File: config.mk
export PLATFORM = sky130hd
export DESIGN_NAME = imem_loader
export DESIGN_NICKNAME = d
export VERILOG_FILES = /design/src/rtl/imem_loader.sv
export SDC_FILE = /design/constraint.sdc
export NUM_CORES = 1
export LEC_CHECK = 0
export CAP_MARGIN = 20
export CORE_ASPECT_RATIO = 0.8
export CORE_UTILIZATION = 45
export DETAILED_ROUTE_END_ITERATION = 7
export PLACE_DENSITY = 0.7
export SLEW_MARGIN = 20
export SYNTH_ARGS = -nofsm -noshare
export SYNTH_HDL_FRONTEND = slang
export SYNTH_SLANG_ARGS = --single-unit
File: constraint.sdc
create_clock -name clk -period 2.9 [get_ports clk]
set_clock_uncertainty 0.15 [all_clocks]
set_input_delay 0.29 -clock clk [delete_from_list [all_inputs] [get_ports clk]]
set_output_delay 0.29 -clock clk [all_outputs]
set_load 0.02 [all_outputs]
File: src/rtl/imem_loader.sv
// imem_loader: framed byte-stream loader for instruction memory; holds the core in reset until a checksum-verified image is loaded
// Ports: clk, reset (async active-low); start restarts from DONE/ERR;
//   rx_data/rx_valid/rx_ready byte input; wr_en/wr_addr/wr_data memory write port;
//   cpu_hold core reset; done/error load status; words_loaded words written this load.
module imem_loader #(
    parameter int MAX_WORDS = 256
) (
    input  logic        clk,
    input  logic        reset,
    input  logic        start,
    input  logic [7:0]  rx_data,
    input  logic        rx_valid,
    output logic        rx_ready,
    output logic        wr_en,
    output logic [31:0] wr_addr,
    output logic [31:0] wr_data,
    output logic        cpu_hold,
    output logic        done,
    output logic        error,
    output logic [8:0]  words_loaded
);
    typedef enum logic [2:0] {HDR_HI, HDR_LO, DATA, CSUM, DONE, ERR} state_t;
    state_t state, state_nx;
    logic [7:0]  cnt_hi;
    logic [15:0] n;
    logic [15:0] hdr;
    logic [7:0]  xsum;
    logic [23:0] shreg;
    logic [1:0]  bcnt;
    logic [8:0]  widx;
    logic [8:0]  addr_q;
    logic        acc;
    logic        restart;
    assign acc          = rx_valid && rx_ready;
    assign restart      = start && (state == DONE || state == ERR);
    assign hdr          = {cnt_hi, rx_data};
    assign wr_addr      = {23'd0, addr_q};
    assign words_loaded = widx;
    always_ff @(posedge clk or negedge reset)
        if (!reset) state <= HDR_HI;
        else        state <= state_nx;
    always_comb begin
        state_nx = state;
        case (state)
            HDR_HI: state_nx = acc ? HDR_LO : HDR_HI;
            HDR_LO: if (acc) state_nx = hdr > 16'(MAX_WORDS) ? ERR : hdr == 16'd0 ? CSUM : DATA;
            // last byte of word N-1 ends the payload
            DATA:   if (acc && bcnt == 2'd3 && {7'd0, widx} == n - 16'd1) state_nx = CSUM;
            CSUM:   if (acc) state_nx = rx_data == xsum ? DONE : ERR;
            DONE:   state_nx = start ? HDR_HI : DONE;
            ERR:    state_nx = start ? HDR_HI : ERR;
            default: state_nx = HDR_HI;
        endcase
    end
    always_comb begin
        rx_ready = state != DONE && state != ERR;
        cpu_hold = state != DONE;
        done     = state == DONE;
        error    = state == ERR;
    end
    always_ff @(posedge clk or negedge reset)
        if (!reset) begin
            cnt_hi  <= '0;
            n       <= '0;
            xsum    <= '0;
            shreg   <= '0;
            bcnt    <= '0;
            widx    <= '0;
            addr_q  <= '0;
            wr_data <= '0;
            wr_en   <= 1'b0;
        end else begin
            wr_en <= 1'b0;
            if (restart) begin
                xsum <= '0;
                widx <= '0;
                bcnt <= '0;
            end else if (acc) begin
                xsum <= xsum ^ rx_data;
                if (state == HDR_HI) cnt_hi <= rx_data;
                if (state == HDR_LO) n <= hdr;
                if (state == DATA) begin
                    shreg <= {shreg[15:0], rx_data};
                    bcnt  <= bcnt + 2'd1;
                    if (bcnt == 2'd3) begin
                        wr_en   <= 1'b1;
                        addr_q  <= widx;
                        wr_data <= {shreg, rx_data};
                        widx    <= widx + 9'd1;
                    end
                end
            end
        end
endmodule

---- Yosys cells after proc, flatten, opt, wreduce, memory -nomap -nowiden ----
Index checks and enable logic that the tools add are counted.
word-level totals
  logic and storage cells ................. 70
  register bits after elaboration ......... 112
operators by class
  reductions and logical operators ........ 18
  $lt $le $gt $ge ......................... 1
  equal/unequal tests ..................... 13
  add/sub/neg operators ................... 3
  mux-type cells .......................... 23
  bitwise logic cells ..................... 2
operators with widths
  kind                                                  count
  2-to-1 mux 9 bit                                      4
  2-to-1 mux 3 bit                                      6
  case mux 3 bit (6 select lines)                       1
  == test 9 x 16 -> 1 bit                               1
  > comparator 16 x 9 -> 1 bit (second input constant)  1
  zero test 16 bit                                      1
  2-to-1 mux 8 bit                                      2
  subtractor 16 x 1 -> 16 bit (second input constant)   1
  AND reduction 3 bit                                   5
  adder 9 x 1 -> 9 bit (second input constant)          1
  == test 8 bit                                         1
  bitwise XOR 8 bit                                     1
  2-to-1 mux 1 bit                                      7
  == test 3 x 2 -> 1 bit (second input constant)        2
  == test 3 bit (second input constant)                 2
  2-to-1 mux 2 bit                                      3
  != test 2 bit (second input constant)                 3
  != test 3 bit (second input constant)                 2
  nonzero test 2 bit                                    3
  logical AND 1 bit                                     5
  AND reduction 4 bit                                   1
  == test 3 x 1 -> 1 bit (second input constant)        1
  zero test 3 bit                                       1
  adder 2 x 1 -> 2 bit (second input constant)          1
  4 further kinds                                       4

---- Logic depth before layout (Yosys ltp) ----
Gate-level depths: netlist (run 1).
  depth in word-level cells ............... 7
  gate-level depth with buffers ........... 9
  depth with buffers taken out ............ 8

---- Worst setup path before layout (run 1) ----
No wires, ideal clock.
  path kind ............................... reg-to-reg
  start point ............................. reg n[2]
  end point ............................... reg state[0]
  arrival time ............................ 2.058 ns
  data required time ...................... 2.630 ns
  setup time .............................. 0.120 ns
  period minus slack after synthesis ...... 2.328 ns
  stages on the path, launching flop included .. 8
  slack ................................... 0.572 ns
  path buffers ............................ 1
  cell sequence ........................... dfrtp_1 buf_6 or4_4 or4_4 mux2_4 mux2i_1 nor4_1 o211a_1
on the way
  cells in the longest elaborated chain, start to end .. 5
ends and longest elaborated chain
  what                                  line  source
  start, declared                       25    logic [15:0] n;
  start signal, assigned                81    if (state == HDR_LO) n <= hdr;
  subtractor 16 x 1 -> 16 bit           48    DATA: if (acc && bcnt == 2'd3 && {7'd0, widx} == n - 16'd1) state_nx = CSUM;
  == test 9 x 16 -> 1 bit               48
  logical AND 1 bit                     48
  != test 2 bit (no source line)        --
  AND reduction 3 bit (no source line)  --
  end signal, assigned                  41    else state <= state_nx;
  end, declared                         23    state_t state, state_nx;
Every way passes these cells.
A chain may end at the register's enable or synchronous reset.

---- Worst setup path in the final report (run 1) ----
  start point ............................. reg n[0]
  end point ............................... reg state[0]
The elaborated chain is that of the path after synthesis.

==> flow_metrics.py, run 1 <==
metrics = {
    "synthesis": {
        "synthSimpleGateAreaFrac": 0.152,
        "synthCells": 488,
        "muxShareOfSynthArea": 0.139,
        "synth_fa_ha_area_frac": 0.00724,
        "synth-edff-count": 0,
        "synthFlopType": "dfrtp_1",
        "synth_common_cells": "112 x dfrtp_1, 105 x nand2_1, 61 x mux2_2",
        "yosysTopAreaCellShare": 0.541,
        "synth_xor_area_frac": 0.0456,
        "synth_top_area_cell": "dfrtp_1",
        "yosysMostFrequentCell": "dfrtp_1",
        "syn_area_um2": 5180,
        "ys_seq_elements": 112,
        "synth_compound_area_frac": 0.0519,
        "avgSynthCellArea_um2": 10.6,
        "synth.distinct_cells": 45,
        "synth_top_family_by_area": "simple AND/OR/NAND/NOR gates",
        "synth_warnings": 0,
        "synth_area_leaders": "dfrtp_1 54%, mux2_2 13%, nand2_1 7.6%, buf_4 3.3%, xnor2_1 3.0%",
        "synth-seq-area-share": 0.541,
        "synthArstFlopShare": 1.00,
    },
    "final_layout": {
        "multiInputGateArea_um2": 2160,
        "fin_nets": 566,
        "regArea_um2": 2800,
        "final_area_um2": 6270,
        "antenna_cells": 0,
        "fin_util": 0.567,
        "syn2layout_area_growth_pct": 20.9,
        "drive_gt1_frac": 0.174,
        "fillCellCount": 968,
        "final_cells": 700,
    },
    "cts": {
        "h-tree-depth": 3,
        "cts-root-buf": "clkbuf_16",
        "clk_latency_ns": 0.35,
        "cts_hold_buf": 1,
        "path_clk_slew_ns": 0.07,
        "post_cts_buffers": 0,
        "numCtsBuffers": 9,
        "clockBufferDepth": 2,
        "clock-sinks": 112,
        "post_cts_resized": 0,
        "cts_tree": "done",
    },
    "setup_path": {
        "crit_type": "reg2reg",
        "rr_worst_depth": 8,
        "slowest_stage": "or3b_2",
        "rr_endpoint": "state[0]$_DFFE_PN0P_",
        "r2r-start": "n[0]$_DFFE_PN0P_",
        "reg2reg_setup_slack_ns": 0.31,
        "max_stage_delay_ns": 0.52,
        "cp_max_fo": 6,
        "end_kind": "flop",
        "crit_chain": "inv_1 > ha_1 > or3b_2 > nor3_1 > xnor2_1 > nand4_1 > nor4_1 > o211a_1",
        "crit_arrival_ns": 2.73,
        "cp_data_required_time_ns": 3.04,
        "critPathLaunchType": "flop",
    },
    "sta": {
        "slew_violations": 0,
        "worst_slew_pin_slew_ns": 0.648,
        "finalSetupTns_ns": 0,
        "setup_viol": 0,
        "hold_violations": 0,
        "min_period_ns": 2.59,
        "rsz0062_at_grt": "no",
        "fin_crit_sh": 0.893,
        "relSlewSlack": 0.563,
        "max_freq_mhz": 386,
    },
    "routing": {
        "wirelength_um": 11000,
        "antenna_left": 0,
        "drc_errors": 0,
        "wl_per_cell_um": 15.7,
        "dr.pass1.iters": 4,
        "drt-vias-per-instance": 5.25,
        "vias": 3674,
        "drtIter0Drc": 140,
    },
    "floorplanning": {
        "core_region_area_um2": 11100,
        "die_h_um": 98.0,
        "pin_count": 90,
        "start_util": 0.469,
        "die_area_um2": 12000,
        "die_x_um": 122,
        "rows": 34,
    },
    "power_and_ir_drop": {
        "switchingPower_mw": 1.43,
        "p_leak_nw": 2.93,
        "pwr-share-seq": 0.473,
        "power_mw": 4.52,
        "irDropWorstVdd_uv": 400,
        "combinationalPowerShare": 0.246,
        "powerDensity_nw_per_um2": 721,
        "intPower_mw": 3.09,
        "p_sw_frac": 0.317,
        "clockPowerShare": 0.281,
    },
    "placed_design": {
        "gp_congestion": 0.875,
        "place.port_buffers": 66,
        "placed_area_um2": 5950,
        "dp.cells": 683,
        "hpwlAfterDp_um": 7690,
    },
    "global_route": {
        "grt-ovfl-total": 0,
        "grt_max_degree": 49,
        "antenna_found_initial": 0,
        "grt_usage": 0.200,
        "grt_pass1_vias": 3609,
        "grt_pass1_wl_um": 18400,
    },
    "run": {
        "cap_violations": 0,
    },
    "worst_hold_path": {
        "min_to": "wr_data[24]$_DFFE_PN0P_",
        "hold_start": "shreg[16]$_DFFE_PN0P_",
        "hold_path.class": "reg2reg",
        "hold_depth": 2,
    },
    "outcome": {
        "status": "finished clean",
    },
}
## power groups by stage
stage | clock (mW) | combinational, mW | sequential [mW]
2_1_floorplan | 0 | 0.913 | 2.03
3_3_place_gp | 0 | 1.08 | 2.14
5_1_grt | 1.36 | 1.24 | 2.18
3_5_place_dp | 0 | 1.10 | 2.16
4_1_cts | 1.30 | 1.11 | 2.13
6_report | 1.27 | 1.11 | 2.14
## cells by family (layout without fill, tap and decap cells)
logic type,Yosys count,count (layout)
AO/OA/AOI/OAI,47,47
AND/OR/NAND/NOR,175,175
other,1,23
XOR/XNOR,27,27
flip-flops,112,112
adder cells (fa/ha/maj),3,3
buffers and inverters,59,105
multiplexers,64,64
## worst max-delay path by stage
stage,from,endpoint,slack (ns),depth (start not counted)
2_1_floorplan,n[2]$_DFFE_PN0P_,state[0]$_DFFE_PN0P_,0.57,7
3_3_place_gp,n[0]$_DFFE_PN0P_,state[0]$_DFFE_PN0P_,0.46,8
3_5_place_dp,n[0]$_DFFE_PN0P_,state[0]$_DFFE_PN0P_,0.35,8
4_1_cts,state[1]$_DFFE_PN0P_,done,0.31,5
5_1_grt,n[0]$_DFFE_PN0P_,state[0]$_DFFE_PN0P_,0.15,8
6_report,n[0]$_DFFE_PN0P_,state[0]$_DFFE_PN0P_,0.31,8
## state kept, by name (all words and copies together), names as in the netlist
name	cells
addr_q	9
bcnt	2
cnt_hi	8
n	16
shreg	24
state	3
words_loaded	9
wr_data	32
wr_en	1
xsum	8
## metrics by stage
stage                     hold WS (ns)  setup slack [ns]
after detailed placement         0.183             0.348
after floorplan                 -0.156             0.572
after global routing             0.342             0.152
final                            0.316             0.311
after CTS                        0.325             0.311
after global placement           0.186             0.465
## routing by layer
layer | up-vias | part of all wire | GRT usage
met5 | - | 0 | 0
met3 | 14 | 0.052 | 0.0461
met4 | 0 | 0.013 | 0.0617
met2 | 118 | 0.45 | 0.300
li1 | 1729 | - | -
met1 | 1813 | 0.48 | 0.288
## area by class of cell
class	instances	share of cell area
flip-flops and latches	112	0.447
multi-input cells	339	0.345
repair buffers	81	0.125
clock buffers	12	0.0409
well taps	144	0.0287
clock inverters	4	0.00819
inverters	8	0.00479
## worst max-delay path, delay by kind of cell, from the launching register on
kind	cells	cell delay, ns
fa+ha+maj	1	0.27
flops	1	0.45
buf+inv	1	0.11
simple gates	4	1.23
compound gates	1	0.19
xor+xnor	1	0.15
## placed cells by master (no fill, tap or decap), types with 2 or more instances in the layout
| cell type | instances |
|---|---|
| or3_1 | 2 |
| nand4_1 | 5 |
| buf_4 | 14 |
| xnor2_1 | 18 |
| a21oi_1 | 7 |
| nand2_1 | 105 |
| o22ai_1 | 2 |
| nor3_1 | 7 |
| mux2i_1 | 2 |
| or4_4 | 2 |
| and3_1 | 2 |
| xor2_1 | 9 |
| clkbuf_8 | 2 |
| nor2_1 | 15 |
| inv_1 | 8 |
| nand3_1 | 15 |
| nor4_1 | 8 |
| mux2_2 | 61 |
| conb_1 | 23 |
| nand2b_1 | 3 |
| dfrtp_1 | 112 |
| nand3b_1 | 3 |
| clkbuf_16 | 9 |
| ha_1 | 3 |
| clkdlybuf4s50_1 | 65 |
| o21ai_0 | 29 |
(Power assumes the default switching activity.)
==> inputs of run 2 (changes only) <==
--- a/config.mk
+++ b/config.mk
@@ -5,7 +5,6 @@
 export SDC_FILE = /design/constraint.sdc
 export NUM_CORES = 1
 export LEC_CHECK = 0
-export CAP_MARGIN = 20
 export CORE_ASPECT_RATIO = 0.8
 export CORE_UTILIZATION = 45
 export DETAILED_ROUTE_END_ITERATION = 7
==> results of run 2 <==
The final DEF is identical to that of run 1; final timing and power are the same.
